**config.mk**
```make
export PLATFORM = sky130hd
export DESIGN_NAME = half_mult_arbiter
export DESIGN_NICKNAME = d
export VERILOG_FILES = /design/src/rtl/half_mult_arbiter.sv
export SDC_FILE = /design/constraint.sdc
export NUM_CORES = 1
export LEC_CHECK = 0
export CAP_MARGIN = 20
export CORE_MARGIN = 5
export CORE_UTILIZATION = 41
export CTS_BUF_LIST = sky130_fd_sc_hd__clkbuf_8 sky130_fd_sc_hd__clkbuf_16
export DETAILED_ROUTE_END_ITERATION = 12
export PLACE_DENSITY = 0.9
export SYNTH_ARGS = -nofsm -noshare
export SYNTH_HDL_FRONTEND = slang
export SYNTH_SLANG_ARGS = --single-unit
```
**constraint.sdc**
```tcl
create_clock -name CLK -period 7.7 [get_ports CLK]
set_input_delay 2.31 -clock CLK [delete_from_list [all_inputs] [get_ports CLK]]
set_output_delay 2.31 -clock CLK [all_outputs]
set_load 0.05 [all_outputs]
```
**src/rtl/half_mult_arbiter.sv**
```systemverilog
// Round-robin arbiter that shares one FP16 multiplier among NUM_REQ requesters; 2-cycle request-to-result latency.
// Backpressure: a held result (resp_ready=0) closes the accept window, so req_ready stays 0 until it drains.
module half_mult_arbiter #(
    parameter int NUM_REQ = 4,
    parameter int ID_W    = $clog2(NUM_REQ),
    parameter int CNT_W   = 16
) (
    input  logic                  CLK,
    input  logic                  nRST,
    input  logic [NUM_REQ-1:0]    req_valid,
    output logic [NUM_REQ-1:0]    req_ready,
    input  logic [NUM_REQ*16-1:0] req_op1,
    input  logic [NUM_REQ*16-1:0] req_op2,
    output logic [15:0]           mult_float1,
    output logic [15:0]           mult_float2,
    input  logic [15:0]           mult_product,
    output logic                  resp_valid,
    input  logic                  resp_ready,
    output logic [ID_W-1:0]       resp_id,
    output logic [15:0]           resp_product,
    output logic [CNT_W-1:0]      issue_count,
    output logic                  busy
);
    typedef enum logic [1:0] {IDLE, CALC, RESP} state_t;

    localparam logic [ID_W:0]   NUM_REQ_X = (ID_W+1)'(NUM_REQ);
    localparam logic [ID_W-1:0] LAST_ID   = ID_W'(NUM_REQ - 1);

    state_t          state, state_nxt;
    logic [ID_W-1:0] rr_ptr, id_r, grant_idx;
    logic [15:0]     op1_r, op2_r, op1_sel, op2_sel;
    logic            grant_vld, accept, handshake;
    logic [ID_W:0]   cand;

    // Search starts at rr_ptr and wraps at NUM_REQ, so out-of-range indices never appear.
    always_comb begin
        grant_vld = 1'b0;
        grant_idx = '0;
        cand      = '0;
        for (int k = 0; k < NUM_REQ; k++) begin
            cand = {1'b0, rr_ptr} + (ID_W+1)'(k);
            if (cand >= NUM_REQ_X) begin
                cand = cand - NUM_REQ_X;
            end
            if (!grant_vld && req_valid[cand[ID_W-1:0]]) begin
                grant_vld = 1'b1;
                grant_idx = cand[ID_W-1:0];
            end
        end
    end

    always_comb begin
        op1_sel = '0;
        op2_sel = '0;
        for (int i = 0; i < NUM_REQ; i++) begin
            if (grant_idx == ID_W'(i)) begin
                op1_sel = req_op1[16*i +: 16];
                op2_sel = req_op2[16*i +: 16];
            end
        end
    end

    always_comb begin
        accept    = (state == IDLE) || ((state == RESP) && resp_ready);
        handshake = accept && grant_vld;
        req_ready = '0;
        if (handshake) begin
            req_ready = {{(NUM_REQ-1){1'b0}}, 1'b1} << grant_idx;
        end
        state_nxt = state;
        case (state)
            IDLE:    if (handshake) state_nxt = CALC;
            CALC:    state_nxt = RESP;
            RESP:    if (resp_ready) state_nxt = handshake ? CALC : IDLE;
            default: state_nxt = IDLE;
        endcase
    end

    always_ff @(posedge CLK or negedge nRST) begin
        if (!nRST) begin
            state        <= IDLE;
            rr_ptr       <= '0;
            op1_r        <= '0;
            op2_r        <= '0;
            id_r         <= '0;
            resp_product <= '0;
            resp_id      <= '0;
            issue_count  <= '0;
        end else begin
            state <= state_nxt;
            if (handshake) begin
                op1_r       <= op1_sel;
                op2_r       <= op2_sel;
                id_r        <= grant_idx;
                rr_ptr      <= (grant_idx == LAST_ID) ? '0 : grant_idx + ID_W'(1);
                issue_count <= issue_count + CNT_W'(1);
            end
            if (state == CALC) begin
                resp_product <= mult_product;
                resp_id      <= id_r;
            end
        end
    end

    assign mult_float1 = op1_r;
    assign mult_float2 = op2_r;
    assign resp_valid  = (state == RESP);
    assign busy        = (state != IDLE);
endmodule
```
Word level (Yosys, flattened, before mapping)
Cells that the tools add are included.
- bits of input ports: 151
- word-level logic and storage cells: 80
- register bits: 72
- output and inout port bits: 72
- shift operators: 1
- muxes and demuxes: 34
- magnitude comparators: 8
- $add $sub $neg: 9
- reductions and logical operators: 13
- eq/ne operators: 7
- operator list (operator ; number):
    two-way mux 16 bit ; 8
    two-way mux 2 bit ; 11
    adder 16 x 1 -> 16 bit, second input constant ; 1
    < comparator 2 x 3 -> 1 bit, second input constant ; 4
    >= comparator 3 bit, second input constant ; 3
    two-way mux 1 bit ; 9
    binary-select mux 1 bit (select 2 bit) ; 4
    subtractor 2 x 1 -> 2 bit, second input constant ; 4
    adder 2 x 2 -> 3 bit, second input constant ; 2
    equality test 2 bit, second input constant ; 3
    case mux 2 bit (3 select lines) ; 1
    logical AND 1 bit ; 5
    equality test 2 x 1 -> 1 bit, second input constant ; 2
    zero test 2 bit ; 2
    two-way mux 4 bit ; 1
    left shift 1 x 2 -> 4 bit, first input constant ; 1
    adder 2 x 1 -> 3 bit, second input constant ; 1
    >= comparator 2 x 3 -> 1 bit, second input constant ; 1
    zero test 1 bit ; 3
    adder 2 x 1 -> 2 bit, second input constant ; 1
    inequality test 2 x 1 -> 1 bit, second input constant ; 1
    inequality test 2 bit, second input constant ; 1
    AND reduction 2 bit ; 1
    nonzero test 2 bit ; 1
    logical OR 1 bit ; 1

Depth between registers and ports, before layout
Gate-level depths: netlist of run 1.
- word-level depth: 19
- depth in mapped cells: 10
- depth with buffers taken out: 9

Worst setup path after synthesis of run 1
OpenSTA, ideal clock, no wires.
- path kind: input -> output
- from: input port req_valid[2]
- to: output port req_ready[3]
- path slack: 1.236 ns
- data required time: 5.390 ns
- buffers on the path: 2
- stages: 7
- arrival time: 4.154 ns
- cell sequence: mux2i_1 -> nor2_1 -> nor4_1 -> ha_1 -> clkbuf_1 -> clkbuf_1 -> and2_1
- cells in the longest elaborated chain, start to end: 14
- elaborated cells on any way between the ends: 25
- those cells by class: shift: 1; mux: 17; reduce/logical: 7
- ends and longest elaborated chain (item ; line ; text):
    from (decl) ; 10 ; input logic [NUM_REQ-1:0] req_valid,
    binary-select mux 1 bit (select 2 bit) ; 45 ; if (!grant_vld && req_valid[cand[ID_W-1:0]]) begin
    two-way mux 1 bit (not written as such) ; 45 ;
    two-way mux 1 bit ; 45 ;
    zero test 1 bit ; 45 ;
    logical AND 1 bit ; 45 ;
    two-way mux 1 bit ; 45 ;
    zero test 1 bit ; 45 ;
    logical AND 1 bit ; 45 ;
    two-way mux 1 bit ; 45 ;
    zero test 1 bit ; 45 ;
    logical AND 1 bit ; 45 ;
    two-way mux 2 bit (*) ; 45 ;
    named net grant_idx[0] ; 30 ; logic [ID_W-1:0] rr_ptr, id_r, grant_idx;
    left shift 1 x 2 -> 4 bit (*) ; 68 ; req_ready = {{(NUM_REQ-1){1'b0}}, 1'b1} << grant_idx;
    two-way mux 4 bit (*) ; 67 ; if (handshake) begin
    to (decl) ; 11 ; output logic [NUM_REQ-1:0] req_ready,
The timed path passes the listed nets; every way through them passes the cells marked *. The select of a mux whose other input is x is not followed.

Worst setup path in the final report of run 1
- from: input port req_valid[3]
- to: output port req_ready[0]
The elaborated chain is that of the path after synthesis.

==> summary.md, run 1 <==
| Metric | Value |
|---|---|
| Critical path cell sequence | clkdlybuf4s50_1 > nand2b_1 > a21oi_1 > nor4_1 > inv_1 > ha_1 > and2_1 > clkdlybuf4s50_1 |
| #FFs+latches synth | 72 |
| Std cell rows | 35 |
| Die Span X | 107 microns |
| Slew at the pin with the worst max-slew slack | 952 ps |
| Status | complete, no violations |
| Hold Crit Class | flop to flop |
| Syn_area_per_cell | 9.67 sq um |
| Family with the most delay on the worst path | buffers and inverters |
| Vias | 3,911 |
| Initial DRC Count | 132 |
| Cells after synthesis | 397 |
| Dpl cells | 703 |
| RSZ-0062 raised after global routing | false |
| Period utilization | 0.941 |
| PnR worst setup slack | 455 ps |
| CTS H-tree lvls | 3 |
| Worst-path fanout max | 4 |
| Tmin final | 7250 ps |
| Routed wire per std cell | 17.0 microns |
| Clk pwr share | 0.098 |
| PnR Total Power | 2.76 mW |
| GP Congestion | 0.854 |
| Crit end category | primary output |
| Initial core utilization | 0.417 |
| CTS tree | yes |
| Synth warn | 0 |
| Crit path top cell by count | clkdlybuf4s50_1 |
| Crit-path slowest cell | clkdlybuf4s50_1 |
| Max IR drop VDD | 0.258 mV |
| F_max | 138 MHz |
| Data required time of the critical path | 5390 ps |
| CTS Sinks | 72 |
| Sequential cell area fraction in the yosys report | 0.469 |
| Syn_nets | 553 |
| Largest net degree at the start of global routing | 88 |
| Internal power | 1.36 mW |
| Worst Skew | 10.0 ps |
| Sw Share | 0.507 |
| Core ar. | 9200 sq um |
| Grt ovf | 0 |
| Post-cts resize count | 0 |
| Drt pass-1 iters | 4 |
| Worst-path clk slew | 90 ps |
| Die Y | 107 microns |
| Cell at the root of the clock tree | clkbuf_8 |
| Vias in the first global route | 3,960 |
| Leak | 2.63 nW |
| Number of flops mapped to enable cells by yosys | 0 |
| DRC viols | 0 |
| Yosys top cell by area | dfrtp_1 |
| First-pass GRT wire length | 19,200 microns |
| Largest cells by area after synthesis | dfrtp_1, a21oi_1, a221o_1, a22oi_1, mux2_2 |
| Combinational cell fraction of total power | 0.661 |
| Yosys top cell area share | 0.469 |
| MaxCap Viol Count | 0 |
| Routed Antenna Nets | 0 |
| Layout cell share with drive strength beyond 1 | 0.0839 |
| Pre-CTS setup slack | 498 ps |
| CTS Buf Count | 9 |
| Top_reg_cell synth | dfrtp_1 |
| Setup bufs post-CTS | 0 |
| Setup-failing EPs final | 0 |
| Io pins | 223 |
| Hold Fails Final Rpt | 0 |
| Critical path type | primary input to primary output |
| Fin nets | 759 |
| Syn-to-layout area delta | 63.7% |
| CP startpoint kind | primary input |
| Slew Limit Headroom | 0.365 |
| Skew-Pair Late Insertion Delay | 340 ps |
| Crit path buf inv count | 3 |
| Synth unique cells | 30 |
| Full die area | 11,400 sq um |
| Diodes inserted | 0 |
| Count leader, synth | dfrtp_1 |
| Commonest cells post-synth | dfrtp_1, a21oi_1, inv_1, nor2_1, a22oi_1 |
| WL final | 12,200 microns |
| Sw Pwr | 1.40 mW |
| GRT Util Overall | 0.210 |
| HPWL after DPL | 9180 microns |
| Final slew viol count | 0 |
| Port bufs | 222 |
| CP arrival | 4940 ps |
| CP max stage delay | 700 ps |
| Vias per cell | 5.44 |
| Setup TNS | 0 ps |
| FILL cells | 702 |
| Share of synthesized registers carrying an async set or reset | 1.00 |
| Clock buffer depth | 2 |
| Pwr per Cell Area | 439 nW/um^2 |
| Register share of total power | 0.241 |
| Initial antenna violation count | 0 |
| Mapped Area | 3840 sq um |
| Post-Layout Cell Count | 719 |
| Hold_buf cts | 0 |
[worst register-to-register path: cells and delay by family (launching register included)]
kind	cells	cell delay (ps)
and+or+nand+nor	3	730
adders and majority gates	1	270
muxes	1	210
AOI/OAI and AO/OA	3	650
buffers and inverters	2	630
DFF	1	450
[logic make-up (layout without fill, tap and decap cells)]
group | Yosys count | in the layout | share of synthesized area
compound gates | 137 | 137 | 0.241
xor+xnor | 15 | 15 | 0.0342
fa+ha+maj | 5 | 5 | 0.0163
buf+inv | 69 | 280 | 0.0730
flops | 72 | 72 | 0.469
mux | 22 | 22 | 0.0639
simple gates | 77 | 77 | 0.102
[layout make-up]
type	count	area, sq um	share of cell area
clock inverter	7	55.1	0.00876
clock buffer	9	124	0.0197
timing repair buffer	227	2260	0.360
multi-input combinational	256	1760	0.281
sequential	72	1800	0.287
tap	111	139	0.0221
inverter	37	139	0.0221
[power by group through the flow]
stage	Clock, mW	Combinational, mW	Sequential [mW]
floorplan	0	0.718	1.20
global placement	0	1.79	0.659
detailed placement	0	1.83	0.671
CTS	0.279	1.83	0.665
global route	0.299	1.95	0.691
finish	0.271	1.82	0.664
[registers in the layout, indices dropped and copies added (netlist names)]
register / flops
issue_count: 16
resp_id: 2
rr_ptr: 2
id_r: 2
mult_float2: 16
state: 2
mult_float1: 16
resp_product: 16
[cell usage in the layout (no fill, tap or decap), types with 2 or more instances in the layout]
cell | synthesis | routed
inv_6 | 0 | 2
xnor2_1 | 13 | 13
a22oi_1 | 32 | 32
nand4_1 | 5 | 5
clkbuf_8 | 0 | 9
clkinvlp_4 | 0 | 2
mux2_2 | 20 | 20
inv_1 | 37 | 37
and4_1 | 2 | 2
nand3_1 | 8 | 8
xor2_1 | 2 | 2
dfrtp_1 | 72 | 72
clkinv_4 | 0 | 2
ha_1 | 5 | 3
nand2b_1 | 4 | 4
clkdlybuf4s50_1 | 0 | 218
nor4_1 | 2 | 2
a221o_1 | 31 | 31
and2_1 | 6 | 6
ha_2 | 0 | 2
o21ai_0 | 3 | 3
nor2_1 | 37 | 37
mux2i_1 | 2 | 2
nand2_1 | 6 | 6
a21oi_1 | 69 | 69
buf_4 | 0 | 8
[metrics by stage]
| step | hold slack, ps | cell area [sq um] | utilization |
|---|---|---|---|
| after detailed placement | 474 | 6110 | 0.664 |
| after global routing | 520 | 6280 | 0.683 |
| after CTS | 486 | 6280 | 0.683 |
| after global placement | 462 | 6110 | 0.664 |
| after floorplan | 477 | 3840 | - |
| final | 477 | 6280 | 0.683 |
[routing by layer]
layer | vias up | GRT usage | wire length [microns]
met1 | 1862 | 0.243 | 4630
met3 | 24 | 0.0710 | 1160
li1 | 1837 | - | -
met4 | 0 | 0.0858 | 308
met5 | - | 0 | 0
met2 | 188 | 0.355 | 6110
[worst paths after layout]
path                            depth (start not counted)  slack (ps)         endpoint             from
worst max-delay path                                    8         450     req_ready[0]     req_valid[3]
worst min-delay path                                    1         480  issue_count[15]  issue_count[15]
worst max register to register                         10        4600   mult_float2[0]        rr_ptr[1]
worst min register to register                          1         480  issue_count[15]  issue_count[15]
max in group asynchronous                               1        5040   mult_float2[0]             nRST
min in group asynchronous                               1        2100   issue_count[5]             nRST
Note: power is estimated with default switching activity, not from simulation.
==> run 2: changes to the inputs <==
--- a/config.mk
+++ b/config.mk
@@ -10,6 +10,7 @@
 export CORE_UTILIZATION = 41
 export CTS_BUF_LIST = sky130_fd_sc_hd__clkbuf_8 sky130_fd_sc_hd__clkbuf_16
 export DETAILED_ROUTE_END_ITERATION = 12
+export GPL_ROUTABILITY_DRIVEN = 0
 export PLACE_DENSITY = 0.9
 export SYNTH_ARGS = -nofsm -noshare
 export SYNTH_HDL_FRONTEND = slang
==> results of run 2 <==
Same layout as run 1: the final DEF is identical, and so are final timing and power.
